### src/rtl/sram_axi_pkg.sv
// -----------------------------------------------------------------------------
// sram_axi_pkg
//   Shared types and helpers for the SRAM-like to AXI3 bridge.
//   - state_e        : bridge FSM states
//   - owner_e        : which SRAM-like master owns the current transaction
//   - AXI_BURST_INCR : AXI3 INCR burst encoding (used with len=0, single beat)
//   - wstrb_of()     : byte-lane strobe for a sub-word store
// -----------------------------------------------------------------------------
package sram_axi_pkg;

  typedef enum logic [2:0] {
    S_IDLE    = 3'd0,
    S_RD_AR   = 3'd1,
    S_RD_R    = 3'd2,
    S_WR_AW_W = 3'd3,
    S_WR_B    = 3'd4
  } state_e;

  typedef enum logic {
    OWNER_INST = 1'b0,
    OWNER_DATA = 1'b1
  } owner_e;

  localparam logic [1:0] AXI_BURST_INCR = 2'b01;

  // Byte strobe for a store: byte lanes by addr[1:0], halfwords by addr[1],
  // words (and the unused size 3) write all lanes.
  function automatic logic [3:0] wstrb_of(input logic [1:0] size, input logic [1:0] addr_lo);
    logic [3:0] strb;
    case (size)
      2'd0:    strb = 4'b0001 << addr_lo;
      2'd1:    strb = 4'b0011 << {addr_lo[1], 1'b0};
      default: strb = 4'b1111;
    endcase
    return strb;
  endfunction

endpackage

### src/rtl/sram_like_to_axi_if.sv
// -----------------------------------------------------------------------------
// sram_like_to_axi_if
//   AXI3 master port bundle (AR, R, AW, W, B channels) of the bridge.
//   Parameter ID_W : width of the AXI ID fields.
//   Modports:
//     master : the bridge side (drives address/write channels, rready, bready)
//     slave  : the interconnect / memory side
// -----------------------------------------------------------------------------
interface sram_like_to_axi_if #(
  parameter int ID_W = 4
) ();

  logic [ID_W-1:0] arid;
  logic [31:0]     araddr;
  logic [3:0]      arlen;
  logic [2:0]      arsize;
  logic [1:0]      arburst;
  logic [1:0]      arlock;
  logic [3:0]      arcache;
  logic [2:0]      arprot;
  logic            arvalid;
  logic            arready;

  logic [ID_W-1:0] rid;
  logic [31:0]     rdata;
  logic [1:0]      rresp;
  logic            rlast;
  logic            rvalid;
  logic            rready;

  logic [ID_W-1:0] awid;
  logic [31:0]     awaddr;
  logic [3:0]      awlen;
  logic [2:0]      awsize;
  logic [1:0]      awburst;
  logic [1:0]      awlock;
  logic [3:0]      awcache;
  logic [2:0]      awprot;
  logic            awvalid;
  logic            awready;

  logic [ID_W-1:0] wid;
  logic [31:0]     wdata;
  logic [3:0]      wstrb;
  logic            wlast;
  logic            wvalid;
  logic            wready;

  logic [ID_W-1:0] bid;
  logic [1:0]      bresp;
  logic            bvalid;
  logic            bready;

  modport master (
    output arid, araddr, arlen, arsize, arburst, arlock, arcache, arprot, arvalid,
    input  arready,
    input  rid, rdata, rresp, rlast, rvalid,
    output rready,
    output awid, awaddr, awlen, awsize, awburst, awlock, awcache, awprot, awvalid,
    input  awready,
    output wid, wdata, wstrb, wlast, wvalid,
    input  wready,
    input  bid, bresp, bvalid,
    output bready
  );

  modport slave (
    input  arid, araddr, arlen, arsize, arburst, arlock, arcache, arprot, arvalid,
    output arready,
    output rid, rdata, rresp, rlast, rvalid,
    input  rready,
    input  awid, awaddr, awlen, awsize, awburst, awlock, awcache, awprot, awvalid,
    output awready,
    input  wid, wdata, wstrb, wlast, wvalid,
    output wready,
    output bid, bresp, bvalid,
    input  bready
  );

endinterface

### src/rtl/sram_like_arb.sv
// -----------------------------------------------------------------------------
// sram_like_arb
//   Picks which SRAM-like master (inst or data) is granted when the bridge is
//   idle.
//   Ports:
//     inst_req, data_req : request lines of the two masters
//     gnt_vld            : some master is requesting
//     gnt_owner          : the winner (valid with gnt_vld)
//     clk, resetn, take  : only with SRAM_AXI_RR_ARB_EN; take pulses when the
//                          grant is accepted and updates the round-robin state
//   Configuration macro: SRAM_AXI_RR_ARB_EN
//     defined   : round-robin, the master that did not win last time wins a tie
//     undefined : fixed priority, data wins over inst
// -----------------------------------------------------------------------------
module sram_like_arb
  import sram_axi_pkg::*;
(
  input  logic   inst_req,
  input  logic   data_req,
  output logic   gnt_vld,
  output owner_e gnt_owner
`ifdef SRAM_AXI_RR_ARB_EN
  ,
  input  logic   clk,
  input  logic   resetn,
  input  logic   take
`endif
);

  assign gnt_vld = inst_req | data_req;

`ifdef SRAM_AXI_RR_ARB_EN
  owner_e last_owner_q;
  owner_e last_owner_d;

  always_comb begin
    gnt_owner = OWNER_INST;
    if (inst_req && data_req) begin
      gnt_owner = (last_owner_q == OWNER_INST) ? OWNER_DATA : OWNER_INST;
    end else if (data_req) begin
      gnt_owner = OWNER_DATA;
    end
  end

  always_comb begin
    last_owner_d = last_owner_q;
    if (take) begin
      last_owner_d = gnt_owner;
    end
  end

  always_ff @(posedge clk or negedge resetn) begin
    if (!resetn) begin
      last_owner_q <= OWNER_INST;
    end else begin
      last_owner_q <= last_owner_d;
    end
  end
`else
  assign gnt_owner = data_req ? OWNER_DATA : OWNER_INST;
`endif

endmodule

### src/rtl/sram_like_to_axi.sv
// -----------------------------------------------------------------------------
// sram_like_to_axi
//   Bridges the inst-side and data-side SRAM-like buses onto the CPU's single
//   AXI3 master port. One single-beat transaction is in flight at a time; inst
//   only reads, data reads or writes.
//   Parameters: ID_W (AXI ID width), INST_ID (arid of inst reads),
//               DATA_ID (arid/awid/wid of data accesses)
//   Ports:
//     clk, resetn                      : clock, asynchronous active-low reset
//     inst_req/wr/size/addr/wdata      : inst request (inst_wr is ignored)
//     inst_addr_ok/data_ok/rdata       : inst handshake and read data
//     data_req/wr/size/addr/wdata      : data request
//     data_addr_ok/data_ok/rdata       : data handshake and read data
//     axi                              : AXI3 master port (sram_like_to_axi_if)
//   Configuration macro: SRAM_AXI_RR_ARB_EN selects round-robin arbitration;
//   the default build uses fixed data-over-inst priority.
// -----------------------------------------------------------------------------
module sram_like_to_axi
  import sram_axi_pkg::*;
#(
  parameter int ID_W    = 4,
  parameter int INST_ID = 0,
  parameter int DATA_ID = 1
) (
  input  logic        clk,
  input  logic        resetn,

  input  logic        inst_req,
  input  logic        inst_wr,
  input  logic [1:0]  inst_size,
  input  logic [31:0] inst_addr,
  input  logic [31:0] inst_wdata,
  output logic        inst_addr_ok,
  output logic        inst_data_ok,
  output logic [31:0] inst_rdata,

  input  logic        data_req,
  input  logic        data_wr,
  input  logic [1:0]  data_size,
  input  logic [31:0] data_addr,
  input  logic [31:0] data_wdata,
  output logic        data_addr_ok,
  output logic        data_data_ok,
  output logic [31:0] data_rdata,

  sram_like_to_axi_if.master axi
);

  localparam logic [ID_W-1:0] INST_AXI_ID = ID_W'(INST_ID);
  localparam logic [ID_W-1:0] DATA_AXI_ID = ID_W'(DATA_ID);

  state_e      state_q,   state_d;
  owner_e      owner_q,   owner_d;
  logic [31:0] addr_q,    addr_d;
  logic [1:0]  size_q,    size_d;
  logic        wr_q,      wr_d;
  logic [31:0] wdata_q,   wdata_d;
  logic        arvalid_q, arvalid_d;
  logic        rready_q,  rready_d;
  logic        awvalid_q, awvalid_d;
  logic        wvalid_q,  wvalid_d;
  logic        bready_q,  bready_d;
  logic        aw_done_q, aw_done_d;
  logic        w_done_q,  w_done_d;

  logic        gnt_vld;
  owner_e      gnt_owner;
  logic        take;
  logic        rd_done;

  // Response fields, IDs and the inst write side carry no information here.
  logic        unused_inputs;
  assign unused_inputs = ^{inst_wr, inst_wdata, axi.rid, axi.rresp, axi.rlast,
                           axi.bid, axi.bresp};

  sram_like_arb u_arb (
    .inst_req  (inst_req),
    .data_req  (data_req),
    .gnt_vld   (gnt_vld),
    .gnt_owner (gnt_owner)
`ifdef SRAM_AXI_RR_ARB_EN
    ,
    .clk       (clk),
    .resetn    (resetn),
    .take      (take)
`endif
  );

  // A grant is only taken from IDLE; addr_ok is gated by resetn so a request
  // seen while reset is held never gets acknowledged.
  assign take         = (state_q == S_IDLE) && gnt_vld && resetn;
  assign inst_addr_ok = take && (gnt_owner == OWNER_INST);
  assign data_addr_ok = take && (gnt_owner == OWNER_DATA);

  // Read data passes straight through in the rvalid cycle.
  assign rd_done      = (state_q == S_RD_R) && axi.rvalid;
  assign inst_data_ok = rd_done && (owner_q == OWNER_INST);
  assign data_data_ok = (rd_done && (owner_q == OWNER_DATA)) ||
                        ((state_q == S_WR_B) && axi.bvalid);
  assign inst_rdata   = axi.rdata;
  assign data_rdata   = axi.rdata;

  assign axi.arid     = (owner_q == OWNER_DATA) ? DATA_AXI_ID : INST_AXI_ID;
  assign axi.araddr   = addr_q;
  assign axi.arlen    = 4'd0;
  assign axi.arsize   = {1'b0, size_q};
  assign axi.arburst  = AXI_BURST_INCR;
  assign axi.arlock   = 2'b00;
  assign axi.arcache  = 4'd0;
  assign axi.arprot   = 3'd0;
  assign axi.arvalid  = arvalid_q;
  assign axi.rready   = rready_q;

  // Only the data master writes, so the write channels always carry DATA_ID.
  assign axi.awid     = DATA_AXI_ID;
  assign axi.awaddr   = addr_q;
  assign axi.awlen    = 4'd0;
  assign axi.awsize   = {1'b0, size_q};
  assign axi.awburst  = AXI_BURST_INCR;
  assign axi.awlock   = 2'b00;
  assign axi.awcache  = 4'd0;
  assign axi.awprot   = 3'd0;
  assign axi.awvalid  = awvalid_q;
  assign axi.wid      = DATA_AXI_ID;
  assign axi.wdata    = wdata_q;
  assign axi.wstrb    = wstrb_of(size_q, addr_q[1:0]);
  assign axi.wlast    = 1'b1;
  assign axi.wvalid   = wvalid_q;
  assign axi.bready   = bready_q;

  always_comb begin
    state_d   = state_q;
    owner_d   = owner_q;
    addr_d    = addr_q;
    size_d    = size_q;
    wr_d      = wr_q;
    wdata_d   = wdata_q;
    arvalid_d = arvalid_q;
    rready_d  = rready_q;
    awvalid_d = awvalid_q;
    wvalid_d  = wvalid_q;
    bready_d  = bready_q;
    aw_done_d = aw_done_q;
    w_done_d  = w_done_q;

    case (state_q)
      S_IDLE: begin
        if (take) begin
          owner_d = gnt_owner;
          if (gnt_owner == OWNER_DATA) begin
            addr_d  = data_addr;
            size_d  = data_size;
            wr_d    = data_wr;
            wdata_d = data_wdata;
          end else begin
            addr_d  = inst_addr;
            size_d  = inst_size;
            wr_d    = 1'b0;
            wdata_d = 32'd0;
          end
          if ((gnt_owner == OWNER_DATA) && data_wr) begin
            state_d   = S_WR_AW_W;
            awvalid_d = 1'b1;
            wvalid_d  = 1'b1;
            aw_done_d = 1'b0;
            w_done_d  = 1'b0;
          end else begin
            state_d   = S_RD_AR;
            arvalid_d = 1'b1;
          end
        end
      end

      S_RD_AR: begin
        if (axi.arready) begin
          arvalid_d = 1'b0;
          rready_d  = 1'b1;
          state_d   = S_RD_R;
        end
      end

      S_RD_R: begin
        if (axi.rvalid) begin
          rready_d = 1'b0;
          state_d  = S_IDLE;
        end
      end

      S_WR_AW_W: begin
        // AW and W complete independently; B is accepted only after both.
        if (awvalid_q && axi.awready) begin
          awvalid_d = 1'b0;
          aw_done_d = 1'b1;
        end
        if (wvalid_q && axi.wready) begin
          wvalid_d = 1'b0;
          w_done_d = 1'b1;
        end
        if (aw_done_d && w_done_d) begin
          bready_d = 1'b1;
          state_d  = S_WR_B;
        end
      end

      S_WR_B: begin
        if (axi.bvalid) begin
          bready_d = 1'b0;
          state_d  = S_IDLE;
        end
      end

      default: begin
        state_d   = S_IDLE;
        arvalid_d = 1'b0;
        rready_d  = 1'b0;
        awvalid_d = 1'b0;
        wvalid_d  = 1'b0;
        bready_d  = 1'b0;
      end
    endcase
  end

  always_ff @(posedge clk or negedge resetn) begin
    if (!resetn) begin
      state_q   <= S_IDLE;
      owner_q   <= OWNER_INST;
      addr_q    <= 32'd0;
      size_q    <= 2'd0;
      wr_q      <= 1'b0;
      wdata_q   <= 32'd0;
      arvalid_q <= 1'b0;
      rready_q  <= 1'b0;
      awvalid_q <= 1'b0;
      wvalid_q  <= 1'b0;
      bready_q  <= 1'b0;
      aw_done_q <= 1'b0;
      w_done_q  <= 1'b0;
    end else begin
      state_q   <= state_d;
      owner_q   <= owner_d;
      addr_q    <= addr_d;
      size_q    <= size_d;
      wr_q      <= wr_d;
      wdata_q   <= wdata_d;
      arvalid_q <= arvalid_d;
      rready_q  <= rready_d;
      awvalid_q <= awvalid_d;
      wvalid_q  <= wvalid_d;
      bready_q  <= bready_d;
      aw_done_q <= aw_done_d;
      w_done_q  <= w_done_d;
    end
  end

endmodule

### src/flat_wrapper.sv
// flat-port wrapper written by rule: the top's interface ports become plain ports
module sram_like_to_axi_flat import sram_axi_pkg::*;
#(
  parameter int ID_W    = 4,
  parameter int INST_ID = 0,
  parameter int DATA_ID = 1
)
  (clk, resetn, inst_req, inst_wr, inst_size, inst_addr, inst_wdata, inst_addr_ok, inst_data_ok, inst_rdata, data_req, data_wr, data_size, data_addr, data_wdata, data_addr_ok, data_data_ok, data_rdata, axi_arid, axi_araddr, axi_arlen, axi_arsize, axi_arburst, axi_arlock, axi_arcache, axi_arprot, axi_arvalid, axi_arready, axi_rid, axi_rdata, axi_rresp, axi_rlast, axi_rvalid, axi_rready, axi_awid, axi_awaddr, axi_awlen, axi_awsize, axi_awburst, axi_awlock, axi_awcache, axi_awprot, axi_awvalid, axi_awready, axi_wid, axi_wdata, axi_wstrb, axi_wlast, axi_wvalid, axi_wready, axi_bid, axi_bresp, axi_bvalid, axi_bready);
  sram_like_to_axi_if #(.ID_W(ID_W)) axi_i ();
  input  logic clk;
  input  logic resetn;
  input  logic inst_req;
  input  logic inst_wr;
  input  logic [1:0] inst_size;
  input  logic [31:0] inst_addr;
  input  logic [31:0] inst_wdata;
  output logic inst_addr_ok;
  output logic inst_data_ok;
  output logic [31:0] inst_rdata;
  input  logic data_req;
  input  logic data_wr;
  input  logic [1:0] data_size;
  input  logic [31:0] data_addr;
  input  logic [31:0] data_wdata;
  output logic data_addr_ok;
  output logic data_data_ok;
  output logic [31:0] data_rdata;
  output wire logic [$bits(axi_i.arid)-1:0] axi_arid;
  output wire logic [$bits(axi_i.araddr)-1:0] axi_araddr;
  output wire logic [$bits(axi_i.arlen)-1:0] axi_arlen;
  output wire logic [$bits(axi_i.arsize)-1:0] axi_arsize;
  output wire logic [$bits(axi_i.arburst)-1:0] axi_arburst;
  output wire logic [$bits(axi_i.arlock)-1:0] axi_arlock;
  output wire logic [$bits(axi_i.arcache)-1:0] axi_arcache;
  output wire logic [$bits(axi_i.arprot)-1:0] axi_arprot;
  output wire logic [$bits(axi_i.arvalid)-1:0] axi_arvalid;
  input wire logic [$bits(axi_i.arready)-1:0] axi_arready;
  input wire logic [$bits(axi_i.rid)-1:0] axi_rid;
  input wire logic [$bits(axi_i.rdata)-1:0] axi_rdata;
  input wire logic [$bits(axi_i.rresp)-1:0] axi_rresp;
  input wire logic [$bits(axi_i.rlast)-1:0] axi_rlast;
  input wire logic [$bits(axi_i.rvalid)-1:0] axi_rvalid;
  output wire logic [$bits(axi_i.rready)-1:0] axi_rready;
  output wire logic [$bits(axi_i.awid)-1:0] axi_awid;
  output wire logic [$bits(axi_i.awaddr)-1:0] axi_awaddr;
  output wire logic [$bits(axi_i.awlen)-1:0] axi_awlen;
  output wire logic [$bits(axi_i.awsize)-1:0] axi_awsize;
  output wire logic [$bits(axi_i.awburst)-1:0] axi_awburst;
  output wire logic [$bits(axi_i.awlock)-1:0] axi_awlock;
  output wire logic [$bits(axi_i.awcache)-1:0] axi_awcache;
  output wire logic [$bits(axi_i.awprot)-1:0] axi_awprot;
  output wire logic [$bits(axi_i.awvalid)-1:0] axi_awvalid;
  input wire logic [$bits(axi_i.awready)-1:0] axi_awready;
  output wire logic [$bits(axi_i.wid)-1:0] axi_wid;
  output wire logic [$bits(axi_i.wdata)-1:0] axi_wdata;
  output wire logic [$bits(axi_i.wstrb)-1:0] axi_wstrb;
  output wire logic [$bits(axi_i.wlast)-1:0] axi_wlast;
  output wire logic [$bits(axi_i.wvalid)-1:0] axi_wvalid;
  input wire logic [$bits(axi_i.wready)-1:0] axi_wready;
  input wire logic [$bits(axi_i.bid)-1:0] axi_bid;
  input wire logic [$bits(axi_i.bresp)-1:0] axi_bresp;
  input wire logic [$bits(axi_i.bvalid)-1:0] axi_bvalid;
  output wire logic [$bits(axi_i.bready)-1:0] axi_bready;
  assign axi_arid = axi_i.arid;
  assign axi_araddr = axi_i.araddr;
  assign axi_arlen = axi_i.arlen;
  assign axi_arsize = axi_i.arsize;
  assign axi_arburst = axi_i.arburst;
  assign axi_arlock = axi_i.arlock;
  assign axi_arcache = axi_i.arcache;
  assign axi_arprot = axi_i.arprot;
  assign axi_arvalid = axi_i.arvalid;
  assign axi_i.arready = axi_arready;
  assign axi_i.rid = axi_rid;
  assign axi_i.rdata = axi_rdata;
  assign axi_i.rresp = axi_rresp;
  assign axi_i.rlast = axi_rlast;
  assign axi_i.rvalid = axi_rvalid;
  assign axi_rready = axi_i.rready;
  assign axi_awid = axi_i.awid;
  assign axi_awaddr = axi_i.awaddr;
  assign axi_awlen = axi_i.awlen;
  assign axi_awsize = axi_i.awsize;
  assign axi_awburst = axi_i.awburst;
  assign axi_awlock = axi_i.awlock;
  assign axi_awcache = axi_i.awcache;
  assign axi_awprot = axi_i.awprot;
  assign axi_awvalid = axi_i.awvalid;
  assign axi_i.awready = axi_awready;
  assign axi_wid = axi_i.wid;
  assign axi_wdata = axi_i.wdata;
  assign axi_wstrb = axi_i.wstrb;
  assign axi_wlast = axi_i.wlast;
  assign axi_wvalid = axi_i.wvalid;
  assign axi_i.wready = axi_wready;
  assign axi_i.bid = axi_bid;
  assign axi_i.bresp = axi_bresp;
  assign axi_i.bvalid = axi_bvalid;
  assign axi_bready = axi_i.bready;
  sram_like_to_axi #(.ID_W(ID_W), .INST_ID(INST_ID), .DATA_ID(DATA_ID)) u_core (.clk(clk), .resetn(resetn), .inst_req(inst_req), .inst_wr(inst_wr), .inst_size(inst_size), .inst_addr(inst_addr), .inst_wdata(inst_wdata), .inst_addr_ok(inst_addr_ok), .inst_data_ok(inst_data_ok), .inst_rdata(inst_rdata), .data_req(data_req), .data_wr(data_wr), .data_size(data_size), .data_addr(data_addr), .data_wdata(data_wdata), .data_addr_ok(data_addr_ok), .data_data_ok(data_data_ok), .data_rdata(data_rdata), .axi(axi_i));
endmodule
### config.mk
export PLATFORM = sky130hd
export DESIGN_NAME = sram_like_to_axi_flat
export DESIGN_NICKNAME = d
export VERILOG_FILES = /design/src/rtl/sram_axi_pkg.sv /design/src/rtl/sram_like_to_axi_if.sv /design/src/rtl/sram_like_arb.sv /design/src/rtl/sram_like_to_axi.sv /design/src/flat_wrapper.sv
export SDC_FILE = /design/constraint.sdc
export NUM_CORES = 1
export LEC_CHECK = 0
export BUFFER_PORTS_ARGS = -buffer_cell sky130_fd_sc_hd__buf_2
export CAP_MARGIN = 5
export CORE_AREA = 4 4 157 159
export DETAILED_ROUTE_END_ITERATION = 12
export DIE_AREA = 0 0 161 163
export PLACE_DENSITY = 0.46
export SLEW_MARGIN = 40
export SYNTH_ARGS = -nofsm -noshare
export SYNTH_HDL_FRONTEND = slang
export SYNTH_SLANG_ARGS = --single-unit
### constraint.sdc
create_clock -name clk -period 2 [get_ports clk]
set_input_delay 0.4 -clock clk [delete_from_list [all_inputs] [get_ports clk]]
set_output_delay 0.4 -clock clk [all_outputs]
set_load 0.05 [all_outputs]
[Yosys cells after proc, flatten, opt, wreduce, memory -nomap -nowiden]
Cells that the tools add are included.
Operators by class
  reductions and logical operators: 28
  shift operators: 2
  bitwise logic cells: 7
  eq/ne operators: 14
  mux-type cells: 37
Operators with widths (count)
  two-way mux 32 bit: 2
  two-way mux 1 bit: 19
  two-way mux 3 bit: 5
  one-hot mux 1 bit (3 select lines): 5
  one-hot mux 3 bit (5 select lines): 1
  logical AND 1 bit: 12
  AND reduction 4 bit: 3
  OR reduction 3 bit: 4
  != test 2 bit, second input constant: 5
  AND reduction 3 bit: 3
  != test 2 x 1 -> 1 bit, second input constant: 4
  one-hot mux 4 bit (2 select lines): 1
  equality test 3 x 2 -> 1 bit, second input constant: 2
  NOT 1 bit: 6
  AND reduction 5 bit: 1
  two-way mux 2 bit: 2
  one-hot mux 1 bit (2 select lines): 2
  << shifter 1 x 2 -> 4 bit, first input constant: 1
  << shifter 2 x 2 -> 4 bit, first input constant: 1
  equality test 3 x 1 -> 1 bit, second input constant: 1
  equality test 3 bit, second input constant: 1
  zero test 3 bit: 1
  equality test 2 x 1 -> 1 bit, second input constant: 1
  zero test 2 bit: 1
  other kinds (4): 4
Word-level totals
  register bits after elaboration: 77
  output and inout port bits: 222
  bits of input ports: 188

[Logic depth before layout (Yosys ltp)]
  depth in word-level cells: 6
  mapped depth: 7
  gate-level depth less buffers: 4

[Modules after synthesis]
From an unflattened synthesis, not the netlist that was laid out.
Unflattened totals
  cell total of the unflattened synthesis: 509
  area total of the unflattened synthesis: 4566.9 sq um
By module, submodules not included
  sram_like_to_axi: times used 1, cells an instance 507, sequential area each 1926.8 sq um, area an instance 4553.1 sq um
  sram_like_arb: times used 1, cells an instance 2, sequential area each 0.0 sq um, area an instance 13.8 sq um

[Worst setup path after synthesis]
OpenSTA, ideal clock, no wires.
  path type: input-to-output
  start: in data_req
  end: out inst_addr_ok
  stages: 6
  buffers on the path: 3
  slack: -405 ps
  arrival time: 2005 ps
  path through: buf_2 -> nor2_1 -> or4_4 -> buf_6 -> buf_2 -> nor2_1
On the way
  longest elaborated chain between the ends: 4
  elaborated cells on any way between the ends: 6
RTL lines
  start, declared: line flat_wrapper.sv:20  | input logic data_req;
  OR 1 bit: line sram_like_arb.sv:30  | assign gnt_vld = inst_req | data_req;
  logical AND 1 bit (2 in series): line sram_like_to_axi.sv:91  | assign take = (state_q == S_IDLE) && gnt_vld && resetn;
  logical AND 1 bit (*): line sram_like_to_axi.sv:92  | assign inst_addr_ok = take && (gnt_owner == OWNER_INST);
  end, declared: line flat_wrapper.sv:17  | output logic inst_addr_ok;
Every way passes the cells marked *; elsewhere a longest branch is shown, timed or not.

[Final worst setup path]
  start: reg u_core.state_q[2]
  end: out inst_addr_ok
On the way
  longest elaborated chain between the ends: 4
RTL lines
  start, declared: line sram_like_to_axi.sv:52  | state_e state_q, state_d;
  start signal, assigned: line sram_like_to_axi.sv:239  | state_q <= state_d;
  zero test 3 bit: line sram_like_to_axi.sv:91
  logical AND 1 bit (2 in series): line sram_like_to_axi.sv:91
  logical AND 1 bit: line sram_like_to_axi.sv:92
Every way passes these cells.

==> results.cfg <==
[clock_tree]
clock_sinks = 77
clockBufferDepth = 2
cts_inserted_buffers = 9
cts_hold_repair.buffers = 0
htree_levels = 3
path_clk_slew_ns = 0.06
cts_root_cell = sky130_fd_sc_hd__clkbuf_16
tritoncts_clock_tree = done
worstSkewPairLatency_ns = 0.34

[floorplan]
initial_cell_density_of_the_core_pct = 19.6
design.core.area_um2 = 23300
floorplan.die.height_um = 163
number_of_top_level_pins = 410
die_width_um = 161
row_count = 56
full_die_area_um2 = 26200

[synthesis]
synth_area_um2 = 4550
yosysUniqueCellTypes = 32
synth_top_area_share_pct = 42.3
ys_seq_area_share_pct = 42.3
synthesis.yosys.warnings = 0
dominantRegCellSynth = sky130_fd_sc_hd__dfrtp_1
postSynthCellCount = 507
synth_common_cells = 145 x sky130_fd_sc_hd__buf_4, 103 x sky130_fd_sc_hd__nand2_1, 77 x sky130_fd_sc_hd__dfrtp_1, 34 x sky130_fd_sc_hd__mux2i_1, 34 x sky130_fd_sc_hd__o21ai_1
synth.largest_area_cell = sky130_fd_sc_hd__dfrtp_1
synth.area.top_cells = sky130_fd_sc_hd__dfrtp_1 42%, sky130_fd_sc_hd__buf_4 24%, sky130_fd_sc_hd__nand2_1 8.5%
synth_enable_flop_cells = 0
syn_area_cell_um2 = 8.98
postSynthRegisterBits = 77
post-synth-top-count-cell = sky130_fd_sc_hd__buf_4
synth-async-reset-ratio_pct = 100

[layout]
antenna_cells = 0
summed_area_of_non_filler_cells_in_the_final_layout_um2 = 5600
fill_cells = 2605
syn_to_final_growth_pct = 23.1
nets = 819
drive_gt1_share_pct = 41.8
post-route-util_pct = 24.1

[flow_run]
drv_cap = 0

[timing]
number_of_failing_hold_endpoints_at_the_final_stage = 0
fin_worst_skew_ns = 0.00535
max_freq_mhz = 491
slew_headroom_pct = 50.0
setup_slack_ns = -0.0379
layout_min_cycle_time_ns = 2.04
worst_pin_slew_ns = 0.751
grt_setup_unrepaired = true
worst_hold_slack_ns = 0.130
final_cycle_share_pct = 102
final_max_slew_violation_count = 0
final_setup_viols = 1

[setup_path]
reg2reg_depth = 5
critPathTopFamily = simple AND/OR/NAND/NOR gates
r2r_start = u_core.state_q[2]$_DFFE_PN0P_
worstPathCellList = nand2b_4, or4_4, nor2_4, buf_8
path_class = flip-flop to output pin
start_kind = flip-flop
cp_num_buf_inv = 1
critical_path.startpoint = u_core.state_q[2]$_DFFE_PN0P_
critical_path_peak_fanout = 3
cp-end-kind = output pin
worst-endpoint-arrival_ns = 1.64
critical-path-max-stage-delay_ns = 0.52
worst-r2r-setup-slack_ns = 0.16
cpMaxStageDelayCell = sky130_fd_sc_hd__or4_4
critical_path.reg2reg.endpoint = u_core.axi.araddr[31]$_DFFE_PN0P_
data_required_time_of_the_worst_path_ns = 1.60

[route]
vias = 3552
route.detailed.drc = 0
drtIter0Drc = 147
routed_wirelength_mm = 13.4
via_per_inst = 3.72
ant_nets = 0
drtPass1Iterations = 4
detail_route.wl_per_cell_um = 14.1

[run_status]
run_status = complete, but fails checks
violations_in_the_final_reports = negative setup slack

[min_path]
min_path_type = primary input to asynchronous set/reset pin

[placement]
finalWeightedCongestion = 0.681
dp.final_hpwl_mm = 10.2
dp_slack_ns = 0.0673
post_dp_cell_area_um2 = 5170
port-buffer-count = 223

[global_route]
overall_overflow_remaining_after_global_route = 0
grt_use_total_pct = 9.92
grtUsageMet1_pct = 11.1
grt_util_met3_pct = 3.95
antenna_found_initial = 1
pin_count_of_the_biggest_net_entering_global_routing = 76
first_global_vias = 3385
met2_usage_pct = 16.6
grt_busiest_layer = met2
grt_pass1_wl_mm = 20.0

[power_and_ir_drop]
leakage_uw = 0.00312
power_density_nw_per_um2 = 2090
max-vdd-ir-drop_mv = 0.705
-- cell type report --
class	count	area [um^2]	area share (%)
multi-input combinational	302	1610	28.7
clock inverter	6	134	2.39
clock buffer	10	239	4.27
tap	319	399	7.13
sequential	77	1930	34.4
timing repair buffer	240	1290	23.0
inverter	1	3.75	0.0670
-- cell families (layout without fill, tap and decap cells) --
kind of cell | count (synthesis) | count (layout) | share of synthesized area [%]
DFF | 77 | 77 | 42.3
buffers and inverters | 170 | 257 | 26.6
other | 2 | 44 | 0.165
AOI/OAI and AO/OA | 61 | 61 | 7.75
and+or+nand+nor | 163 | 163 | 15.7
muxes | 34 | 34 | 7.48
-- sequential cells by signal (all words and copies together) (netlist names) --
register,flops
u_core.axi.bready,1
u_core.owner_q,1
u_core.state_q,3
u_core.axi.arvalid,1
u_core.w_done_q,1
u_core.axi.awvalid,1
u_core.aw_done_q,1
u_core.axi.wvalid,1
u_core.axi.wdata,32
u_core.size_q,2
u_core.axi.rready,1
u_core.axi.araddr,32
-- through the flow --
stage          std cells  setup TNS (ns)  power [uW]
2_1_floorplan        549          -0.176        8820
3_3_place_gp         938               0        9670
3_5_place_dp         938               0        9720
4_1_cts              955         -0.0759       11900
5_1_grt              955          -0.111       12300
6_report             955         -0.0379       11700
-- placed cells by master (no fill, tap or decap), types with 4 or more instances in the layout --
| cell | synthesis | final |
|---|---|---|
| sky130_fd_sc_hd__buf_4 | 145 | 19 |
| sky130_fd_sc_hd__nor2_1 | 10 | 9 |
| sky130_fd_sc_hd__buf_2 | 10 | 217 |
| sky130_fd_sc_hd__a21oi_1 | 5 | 4 |
| sky130_fd_sc_hd__bufinv_16 | 0 | 4 |
| sky130_fd_sc_hd__mux2i_1 | 34 | 34 |
| sky130_fd_sc_hd__dfrtp_1 | 77 | 75 |
| sky130_fd_sc_hd__o21bai_1 | 4 | 4 |
| sky130_fd_sc_hd__o21ai_1 | 34 | 34 |
| sky130_fd_sc_hd__a21o_1 | 4 | 4 |
| sky130_fd_sc_hd__clkbuf_16 | 0 | 9 |
| sky130_fd_sc_hd__nand3_1 | 33 | 33 |
| sky130_fd_sc_hd__nand2b_1 | 5 | 5 |
| sky130_fd_sc_hd__o21ai_0 | 5 | 5 |
| sky130_fd_sc_hd__nand2_1 | 103 | 103 |
| sky130_fd_sc_hd__conb_1 | 2 | 44 |
-- routing by layer --
| metal | vias to the layer above | share of wire, % |
|---|---|---|
| li1 | 1721 | - |
| met1 | 1613 | 39 |
| met2 | 180 | 49 |
| met3 | 36 | 8.6 |
| met4 | 2 | 3.4 |
| met5 | - | 0.15 |
-- where the power goes --
part           total (uW)  internal [uW]  switching, uW
sequential           2830           2300            530
clock                2050           1380            672
combinational        6810           1420           5380
total               11700           5100           6580
-- repair_timing --
item,CTS,global route
setup endpoints to repair,4,2
pin swaps,1,0
gates resized for setup,12,3
buffers inserted,1,0
-- worst max-delay path by stage --
| stage | endpoint | slack (ns) | cells after the start |
|---|---|---|---|
| 5_1_grt | inst_addr_ok | -0.11 | 4 |
| 3_5_place_dp | u_core.size_q[1]$_DFFE_PN0P_ | 0.07 | 5 |
| 2_1_floorplan | inst_addr_ok | -0.18 | 6 |
| 4_1_cts | inst_addr_ok | -0.08 | 4 |
| 6_report | inst_addr_ok | -0.04 | 4 |
| 3_3_place_gp | u_core.axi.araddr[27]$_DFFE_PN0P_ | 0.09 | 5 |
Power figures use the tool's default switching activity.
